File: config.mk
export PLATFORM = sky130hd
export DESIGN_NAME = serial_addsub
export DESIGN_NICKNAME = d
export VERILOG_FILES = /design/src/rtl/serial_addsub.sv
export SDC_FILE = /design/constraint.sdc
export NUM_CORES = 1
export LEC_CHECK = 0
export CAP_MARGIN = 25
export CORE_MARGIN = 4
export CORE_UTILIZATION = 45
export DETAILED_ROUTE_END_ITERATION = 12
export GPL_ROUTABILITY_DRIVEN = 0
export GPL_TIMING_DRIVEN = 0
export PLACE_DENSITY = 0.8
export RECOVER_POWER = 50
export SYNTH_ARGS = -nofsm -noshare
export SYNTH_HDL_FRONTEND = slang
export SYNTH_HIERARCHICAL = 1
export SYNTH_SLANG_ARGS = --single-unit
File: constraint.sdc
create_clock -name clk -period 1.6 [get_ports clk]
set_clock_uncertainty 0.05 [all_clocks]
set_input_delay 0.32 -clock clk [delete_from_list [all_inputs] [get_ports clk]]
set_output_delay 0.32 -clock clk [all_outputs]
set_load 0.01 [all_outputs]
File: src/rtl/serial_addsub.sv
// rtl/serial_addsub.sv - bit-serial N-bit add/subtract around one fas cell; SERIAL_ADDSUB_OVF_EN enables overflow
module fas (
    input  logic a,
    input  logic b,
    input  logic cin,
    input  logic a_ns,
    output logic s,
    output logic cout
);
    // Full adder when a_ns=1, full subtractor (cin/cout act as borrow) when a_ns=0
    assign s    = a ^ b ^ cin;
    assign cout = a_ns ? ((a & b) | (cin & (a ^ b)))
                       : ((~a & b) | (cin & ~(a ^ b)));
endmodule

module serial_addsub #(
    parameter int N = 8
) (
    input  logic         clk,
    input  logic         rst_n,
    input  logic         start,
    input  logic         a_ns,
    input  logic [N-1:0] a,
    input  logic [N-1:0] b,
    output logic         busy,
    output logic         done,
    output logic [N-1:0] result,
    output logic         cout,
    output logic         overflow
);
    localparam int CW = (N > 2) ? $clog2(N) : 1;

    typedef enum logic [1:0] {IDLE, RUN, DONE} state_t;

    state_t        state;
    logic [N-1:0]  sh_a;
    logic [N-1:0]  sh_b;
    logic          op_add;
    logic          carry;
    logic [CW-1:0] cnt;
    logic          fas_s;
    logic          fas_c;
    logic          last_bit;

`ifdef SERIAL_ADDSUB_OVF_EN
    logic          a_msb;
    logic          b_msb;
    logic          ovf_r;
    assign overflow = ovf_r;
`else
    assign overflow = 1'b0;
`endif

    assign last_bit = (cnt == CW'(N - 1));

    fas u_fas (
        .a    (sh_a[0]),
        .b    (sh_b[0]),
        .cin  (carry),
        .a_ns (op_add),
        .s    (fas_s),
        .cout (fas_c)
    );

    // Control FSM plus operand/result datapath; every output is a register
    always_ff @(posedge clk or negedge rst_n) begin
        if (!rst_n) begin
            state  <= IDLE;
            busy   <= 1'b0;
            done   <= 1'b0;
            result <= '0;
            cout   <= 1'b0;
            sh_a   <= '0;
            sh_b   <= '0;
            op_add <= 1'b0;
            carry  <= 1'b0;
            cnt    <= '0;
`ifdef SERIAL_ADDSUB_OVF_EN
            a_msb  <= 1'b0;
            b_msb  <= 1'b0;
            ovf_r  <= 1'b0;
`endif
        end else begin
            case (state)
                IDLE, DONE: begin
                    done <= 1'b0;
                    if (start) begin
                        sh_a   <= a;
                        sh_b   <= b;
                        op_add <= a_ns;
                        carry  <= 1'b0;
                        cnt    <= '0;
                        busy   <= 1'b1;
                        state  <= RUN;
`ifdef SERIAL_ADDSUB_OVF_EN
                        a_msb  <= a[N-1];
                        b_msb  <= b[N-1];
`endif
                    end else begin
                        state <= IDLE;
                    end
                end
                RUN: begin
                    result <= {fas_s, result[N-1:1]};
                    carry  <= fas_c;
                    sh_a   <= sh_a >> 1;
                    sh_b   <= sh_b >> 1;
                    cnt    <= cnt + 1'b1;
                    if (last_bit) begin
                        // fas_s here is the result MSB, so overflow is judged on this edge
                        cout  <= fas_c;
                        busy  <= 1'b0;
                        done  <= 1'b1;
                        state <= DONE;
`ifdef SERIAL_ADDSUB_OVF_EN
                        ovf_r <= (a_msb ^ fas_s) &
                                 (op_add ? ~(a_msb ^ b_msb) : (a_msb ^ b_msb));
`endif
                    end
                end
                default: begin
                    state <= IDLE;
                    busy  <= 1'b0;
                    done  <= 1'b0;
                end
            endcase
        end
    end
endmodule

Word-level counts from Yosys, hierarchy flattened
Index checks and enable logic that the tools add are counted.
Operators by class
  add/subtract/negate cells: 1
  eq/ne operators: 5
  multiplexer cells: 17
  bitwise logic cells: 10
  reductions and logical operators: 7
Operators with widths (count)
  one-hot mux 8 bit (2 select lines): 2
  two-way mux 8 bit: 2
  AND reduction 2 bit: 4
  two-way mux 1 bit: 7
  one-hot mux 3 bit (2 select lines): 1
  bitwise AND 1 bit: 4
  != test 2 bit (second input constant): 2
  one-hot mux 1 bit (2 select lines): 2
  one-hot mux 2 bit (2 select lines): 1
  adder 3 x 1 -> 3 bit (second input constant): 1
  equality test 3 bit (second input constant): 1
  two-way mux 3 bit: 1
  equality test 2 x 1 -> 1 bit (second input constant): 1
  equality test 2 bit (second input constant): 1
  zero test 2 bit: 1
  two-way mux 2 bit: 1
  inverter 1 bit: 2
  OR 1 bit: 2
  nonzero test 2 bit: 1
  OR reduction 2 bit: 1
  bitwise XOR 1 bit: 2
Word-level totals
  register bits: 34
  input port bits: 20
  logic and storage cells: 50

Longest topological paths before layout
Gate-level depths: netlist (run 1).
  depth in word-level cells: 6
  gate-level depth with buffers: 5
  gate-level depth less buffers: 5

Hierarchy
Netlist (run 1), hierarchy kept.
By module, submodules not included
  serial_addsub: times used 1, cells each 146, area each 1540.2 um^2, sequential area each 825.8 um^2
  fas: times used 1, cells each 6, area each 56.3 um^2, sequential area each 0.0 um^2

Least setup slack after synthesis (run 1)
Ideal clock, no wire load.
  path kind: register to register
  from: register sh_a[0]
  to: register carry
  setup time: 0.121 ns
  arrival: 1.356 ns
  slack: 0.073 ns
  cell stages (with the launch flop): 6
  path buffers: 0
  period minus slack after synthesis: 1.527 ns
  cell sequence: dfrtp_1 > fa_1 > nand2_1 > o21ai_1 > mux2_2 > a22o_1
Between the ends
  cells in the longest elaborated chain, start to end: 6
  elaborated cells on any way between the ends: 11
Ends and longest elaborated chain
  from (decl): RTL line 36  | logic [N-1:0] sh_a;
  from (signal assigned): RTL line 106  | sh_a <= sh_a >> 1;
  bitwise XOR 1 bit: RTL line 12, 13
  inverter 1 bit: RTL line 13  | : ((~a & b) | (cin & ~(a ^ b)));
  bitwise AND 1 bit: RTL line 13
  OR 1 bit: RTL line 13
  two-way mux 1 bit *: RTL line 12  | assign cout = a_ns ? ((a & b) | (cin & (a ^ b)))
  net fas_c: RTL line 42  | logic fas_c;
  one-hot mux 1 bit (2 select lines) *: RTL line 84  | case (state)
  to (signal assigned): RTL line 105  | carry <= fas_c;
  to (decl): RTL line 39  | logic carry;
Mark *: on every way through the listed nets, which the timed path passes. The rest lies on a longest branch.
A chain may end at the register's enable or synchronous reset.

Final worst setup path (run 1)
Same ends and word-level chain as after synthesis.

==> results_dict.tcl, run 1 <==
set metrics [dict create \
    seqCellArea_sq_um 827.0 \
    syn-instance-count 152 \
    grt_max_degree 34 \
    power_frac_comb_pct 46.0 \
    fill_cells 288 \
    fmax_mhz 624.1 \
    grt_first_pass_wirelength_microns 5727 \
    ys_ff_latch 33 \
    min_period_ps 1602 \
    die_width_microns 67.57 \
    hp-class "register to register" \
    fin_util_pct 59.06 \
    worstMarginPinSlew_ps 815.7 \
    start_util_pct 47.10 \
    n_antenna_cell 0 \
    yosysWarnings 6 \
    io_pins 32 \
    internal_power_mw 2.181 \
    syn2layout_area_growth_pct 25.39 \
    drive_above_1_share_pct 14.66 \
    critical_path_class "register to register" \
    synth_fa_ha_area_share_pct 4.075 \
    yosys.area_share.xor_xnor_pct 0 \
    p_sw_share_pct 37.87 \
    die_h_microns 67.57 \
    clock_latency_ps 330 \
    power_switching_mw 1.330 \
    synth_top_family_by_area "compound AO/OA/AOI/OAI gates" \
    drt_iter0_markers 73 \
    startpoint_type "register" \
    synth_area_leaders "dfrtp_1 52%, nand2_1 6.1%, mux2i_1 5.6%" \
    cts_tree "yes" \
    syn_area_sq_mm 0.001597 \
    netlist.area_leader.share_pct 51.72 \
    io_buffers 30 \
    wl_microns 3297 \
    pwr-share-clk_pct 11.7 \
    yosysSeqAreaShare_pct 51.72 \
    drc 0 \
    pwr-share-seq_pct 42.4 \
    synth-simple-area-share_pct 12.46 \
    htree_num_levels 2 \
    dp_hpwl_microns 2415 \
    worstPathMaxFanout 3 \
    avgRoutedWirePerCell_microns 13.91 \
    cap_violations 0 \
    synth_compound_area_share_pct 14.42 \
    worst_ep_arrival_time_ps 1770 \
    vias 1205 \
    ir_drop_v 0.0008868 \
    hold_viol 0 \
    p_leak_nw 0.9483 \
    violations "negative setup slack" \
    multiInputGateArea_sq_um 663.1 \
    syn_nets 176 \
    avgViaCountPerCell 5.084 \
    drv_slew 0 \
    muxShareOfSynthArea_pct 10.11 \
    syn-mean-instance-area_sq_um 10.50 \
    yosys.area.top_type "dfrtp_1" \
    period_share_pct 100.1 \
    setup_slack_ps -2.264 \
    power.density_mw_per_mm2 1754 \
    finalSetupViolCount 1 \
    clkSinkCount 33 \
    endpoint_kind "register" \
    totalPowerFinal_mw 3.511 \
    grt_overflow 0 \
    clockBufferDepth 2 \
    synth.distinct_cells 26 \
    grt_pass1_vias 1244 \
    grt_usage_pct 17.20 \
    root_buffer "clkbuf_4" \
    cts_buffers 5 \
    firstDrtPassIters 4 \
    crit_required_ps 1770 \
    die_area_sq_mm 0.004565 \
    ant_nets 0 \
    layout.nets 216 \
    core_sq_mm 0.003390 \
    slew_headroom_pct 45.62 \
    cts.clk_slew.worst_paths_ps 90 \
    antenna_found_initial 0 \
    status "complete, but fails checks" \
    num_rows 21 \
]
==> routing by layer <==
metal  routed length [microns]  track usage, %  vias to the layer above
li1                          -               -                      594
met1                      1363           19.38                      574
met2                      1702           29.04                       31
met3                       179           6.656                        6
met4                        51           6.835                        0
met5                         0               0                        -
==> power groups by stage <==
stage / Combinational [mW] / Clock, mW / Sequential, mW
6_report: 1.61 / 0.409 / 1.49
5_1_grt: 1.83 / 0.477 / 1.54
4_1_cts: 1.62 / 0.425 / 1.49
3_5_place_dp: 1.65 / 0 / 1.51
3_3_place_gp: 1.55 / 0 / 1.48
2_1_floorplan: 1.07 / 0 / 1.49
==> worst paths after layout <==
| kind | cells past startpoint | endpoint | slack [ps] | from |
|---|---|---|---|---|
| hold / removal | 2 | result[1]$_DFFE_PN0P_ | 450 | result[2]$_DFFE_PN0P_ |
| setup / recovery | 5 | carry$_DFFE_PN0P_ | -2 | sh_a[0]$_DFFE_PN0P_ |
| hold reg to reg | 2 | result[1]$_DFFE_PN0P_ | 450 | result[2]$_DFFE_PN0P_ |
| max in group asynchronous | 2 | sh_a[0]$_DFFE_PN0P_ | 380 | rst_n |
| min in group asynchronous | 2 | busy$_DFFE_PN0P_ | 560 | rst_n |
| setup reg to reg | 5 | carry$_DFFE_PN0P_ | -2 | sh_a[0]$_DFFE_PN0P_ |
==> per-stage QoR <==
stage | setup slack (ps) | hold slack, ps | cells | cell area, sq um | setup TNS [ps]
after detailed placement | -204.9 | 366.0 | 228 | 1949 | -1593
after global placement | -447.0 | 409.1 | 228 | 1954 | -15880
after global routing | -8.619 | 486.1 | 237 | 2002 | -8.619
final | -2.264 | 450.3 | 237 | 2002 | -2.264
after CTS | 11.42 | 455.9 | 236 | 2001 | 0
after floorplan | 72.61 | -25.59 | 152 | 1597 | 0
==> sequential cells by signal, indices dropped and copies added, names as in the netlist, 3 cells and up <==
| register | flops |
|---|---|
| cnt | 3 |
| result | 8 |
| sh_a | 8 |
| sh_b | 8 |
==> what timing repair did <==
item	in CTS	in global routing
resized for setup	13	1
endpoints found under the setup margin	12	1
pin swaps	0	2
hold buffers	1	0
endpoints found under the hold margin	9	0
setup buffers	1	1
==> cell usage in the layout (no fill, tap or decap), types with 2 or more instances in the layout <==
master / netlist / routed
a211oi_1: 8 / 8
a21oi_1: 14 / 14
a22o_1: 4 / 4
buf_2: 2 / 2
buf_4: 5 / 7
clkbuf_1: 2 / 2
clkbuf_2: 0 / 2
clkbuf_4: 0 / 5
clkdlybuf4s50_1: 0 / 18
dfrtp_1: 33 / 32
dlygate4sd2_1: 0 / 11
ha_1: 2 / 2
inv_1: 9 / 9
mux2_2: 5 / 5
mux2i_1: 9 / 9
nand2_1: 26 / 26
nand2b_1: 2 / 2
nor2_1: 3 / 3
nor2b_1: 8 / 8
o21ai_0: 3 / 3
o22ai_1: 6 / 6
==> synth_stat cells (all sizes together) <==
master	number
o22ai	6
buf	9
nand2b	2
dfrtp	33
mux2i	9
inv	9
conb	1
mux2	6
nor2	3
nor2b	9
a21oi	14
a21o	1
nand3	1
a211oi	8
nand2	26
fa	2
and2	1
a22o	4
clkbuf	2
ha	2
o21ai	4
==> cell families after synthesis <==
family | count (synthesis)
AOI/OAI and AO/OA | 37
adders and majority gates | 4
buffers and inverters | 20
muxes | 15
DFF | 33
other | 1
and+or+nand+nor | 42
==> area by class of cell <==
class                   count  share of cell area (%)
clock inverters             1                  0.2500
plain buffers              11                   3.562
inverters                   9                   1.688
multi-input cells          99                   33.13
repair buffers             33                   15.31
flip-flops and latches     33                   41.31
clock buffers               5                   1.875
well taps                  46                   2.875
==> worst max-delay path: stages (launching register included) <==
cell and delay, ps:
dfrtp_2 440, fa_2 390, nand2_1 120, o21ai_2 80
mux2_2 260, a22o_1 180
Note: power is estimated with default switching activity, not from simulation.
==> inputs of run 2 (changes only) <==
CORE_UTILIZATION = 50   (was 45)
PLACE_DENSITY = 0.84   (was 0.8)
RECOVER_POWER = 25   (was 50)
clock period = 1.8 ns   (was 1.6 ns; I/O delays follow)
==> run 2 against run 1 <==
The run now ends clean. Final area grew 0.38%. Hold slack worse by 6.3 ps. Sequential power decreased by 11%. Via count decreased by 1.1%. Sequential share of layout area shrank 0.22 points. Clock power increased by 2%. Largest power group unchanged. Critical endpoint is now cout. Sequential cell count unchanged. Setup slack better by 120 ps. Routed wire length is 0.85% higher. Register-to-register slack gained 190 ps. Global-route usage up 0.98 points. First-iteration DRC count is 21% lower.
==> results_dict.tcl, run 2 (synthesis gave the netlist of run 1 again) <==
set metrics [dict create \
    avgRoutedWirePerCell_microns 14.21 \
    antenna_found_initial 0 \
    io_buffers 30 \
    largest_registers "result: 8 flops, sh_a: 8 flops, sh_b: 8 flops" \
    grt_usage_pct 18.18 \
    hold_viol 0 \
    drt_iter0_markers 58 \
    final_cells 234 \
    drc 0 \
    drv_slew 0 \
    vias 1192 \
    ant_nets 0 \
    firstDrtPassIters 6 \
    fin_util_pct 65.82 \
    wl_microns 3325 \
    avgViaCountPerCell 5.094 \
    drive_above_1_share_pct 12.11 \
    die_width_microns 64.51 \
    grt_pass1_vias 1256 \
    dp_cells 227 \
    finalSetupViolCount 0 \
    cap_violations 0 \
    worst_ep_arrival_time_ps 1270 \
    ir_drop_v 0.0006928 \
    worstMarginPinSlew_ps 657.7 \
    reg2reg_depth 5 \
    endpoint_kind "output port" \
    min_period_ps 1678 \
    layout_commonest_cell "dfrtp_1" \
    grt_first_pass_wirelength_microns 5782 \
    power_frac_comb_pct 45.3 \
    power_switching_mw 1.161 \
    r2r_slack_ps 190 \
    cts_buffers 5 \
    setup_tns_ps 0 \
    cts_resized 0 \
    syn2layout_area_growth_pct 25.86 \
    clkSinkCount 33 \
    hp-class "primary input to asynchronous set/reset pin" \
    slew_headroom_pct 56.01 \
    totalPowerFinal_mw 3.189 \
    hold_slack_ps 444.0 \
    pwr-share-clk_pct 13.1 \
    crit_required_ps 1390 \
    p_leak_nw 0.9178 \
    clockBufferDepth 2 \
    r2r-end "carry$_DFFE_PN0P_" \
    cts_tree "yes" \
    final_cell_mix "33 x dfrtp_1, 29 x clkdlybuf4s50_1, 26 x nand2_1" \
    pwr-share-seq_pct 41.7 \
    io_pins 32 \
    critPathTopFamily "buffers and inverters" \
    cts_setup_buffers 0 \
    r2r_start "sh_a[0]$_DFFE_PN0P_" \
    fmax_mhz 596.1 \
    fill_cells 265 \
    die_h_microns 64.51 \
    grt_max_degree 20 \
    n_antenna_cell 0 \
    dp_hpwl_microns 2491 \
    cpPeakStageDelay_ps 550 \
    cts.clk_slew.worst_paths_ps 100 \
    worstPathMaxFanout 2 \
    startpoint_type "register" \
    die_area_sq_mm 0.004161 \
    crit_chain "clkdlybuf4s50_1" \
    p_sw_share_pct 36.41 \
    num_rows 20 \
    htree_num_levels 2 \
    internal_power_mw 2.028 \
    clock_latency_ps 330 \
    critPathSlowestCell "clkdlybuf4s50_1" \
    root_buffer "clkbuf_4" \
    grt_overflow 0 \
    power.density_mw_per_mm2 1587 \
    path_buf_inv 1 \
    status "completed" \
    layout.nets 214 \
    cts_hold_buf 0 \
    period_share_pct 93.20 \
    rsz0062_at_grt "no" \
    critical_path_class "register to output port" \
    core_sq_mm 0.003053 \
    start_util_pct 52.30 \
]
## run 2: final cells by class
type / instances / area [sq um] / area share (%)
Multi-Input combinational cell: 99 / 656.9 / 32.69
Tap cell: 44 / 55.05 / 2.740
Sequential cell: 33 / 825.8 / 41.10
Inverter: 9 / 33.78 / 1.681
Buffer: 11 / 77.57 / 3.861
Clock buffer: 7 / 55.05 / 2.740
Timing Repair Buffer: 31 / 305.3 / 15.19
## run 2: how the worst max path moves through the flow
stage | end | slack [ps] | from | cells past startpoint
2_1_floorplan | carry$_DFFE_PN0P_ | 270 | sh_a[0]$_DFFE_PN0P_ | 5
3_3_place_gp | sh_b[6]$_DFFE_PN0P_ | -260 | rst_n | 1
3_5_place_dp | cnt[0]$_DFFE_PN0P_ | -50 | start | 5
4_1_cts | cout | 110 | cout$_DFFE_PN0P_ | 1
5_1_grt | result[3] | 70 | result[3]$_DFFE_PN0P_ | 1
6_report | cout | 120 | cout$_DFFE_PN0P_ | 1
## run 2: per-stage QoR
stage	setup slack (ps)	cell area (sq um)
floorplan	272.6	1597
global placement	-257.2	1952
detailed placement	-48.44	1979
CTS	109.3	2034
global route	68.28	2009
finish	122.5	2009
## run 2: worst reg2reg max path: stages (launching register included)
cell	delay, ps
dfrtp_1	450
fa_1	430
nand2_1	70
o21ai_1	80
mux2_2	260
a22o_1	170
## run 2: metal layers
metal | vias up | track usage (%) | part of all wire, %
met1 | 581 | 21.79 | 44
li1 | 588 | - | -
met3 | 4 | 4.853 | 3.7
met5 | - | 0 | 0
met4 | 0 | 6.332 | 1.6
met2 | 19 | 31.44 | 51
## run 2: power groups by stage
stage                     sequential [mW]  clock, mW  combinational (mW)
after CTS                            1.33      0.427                1.47
after global routing                 1.38      0.459                1.62
final                                1.33      0.417                1.44
after floorplan                      1.33          0               0.950
after global placement               1.31          0                1.38
after detailed placement             1.34          0                1.46
==> inputs of run 3 (changes only) <==
CTS_CLUSTER_DIAMETER = 40   (was unset)
==> results of run 3 <==
Same layout as run 2: the final DEF is identical, and so are final timing and power.
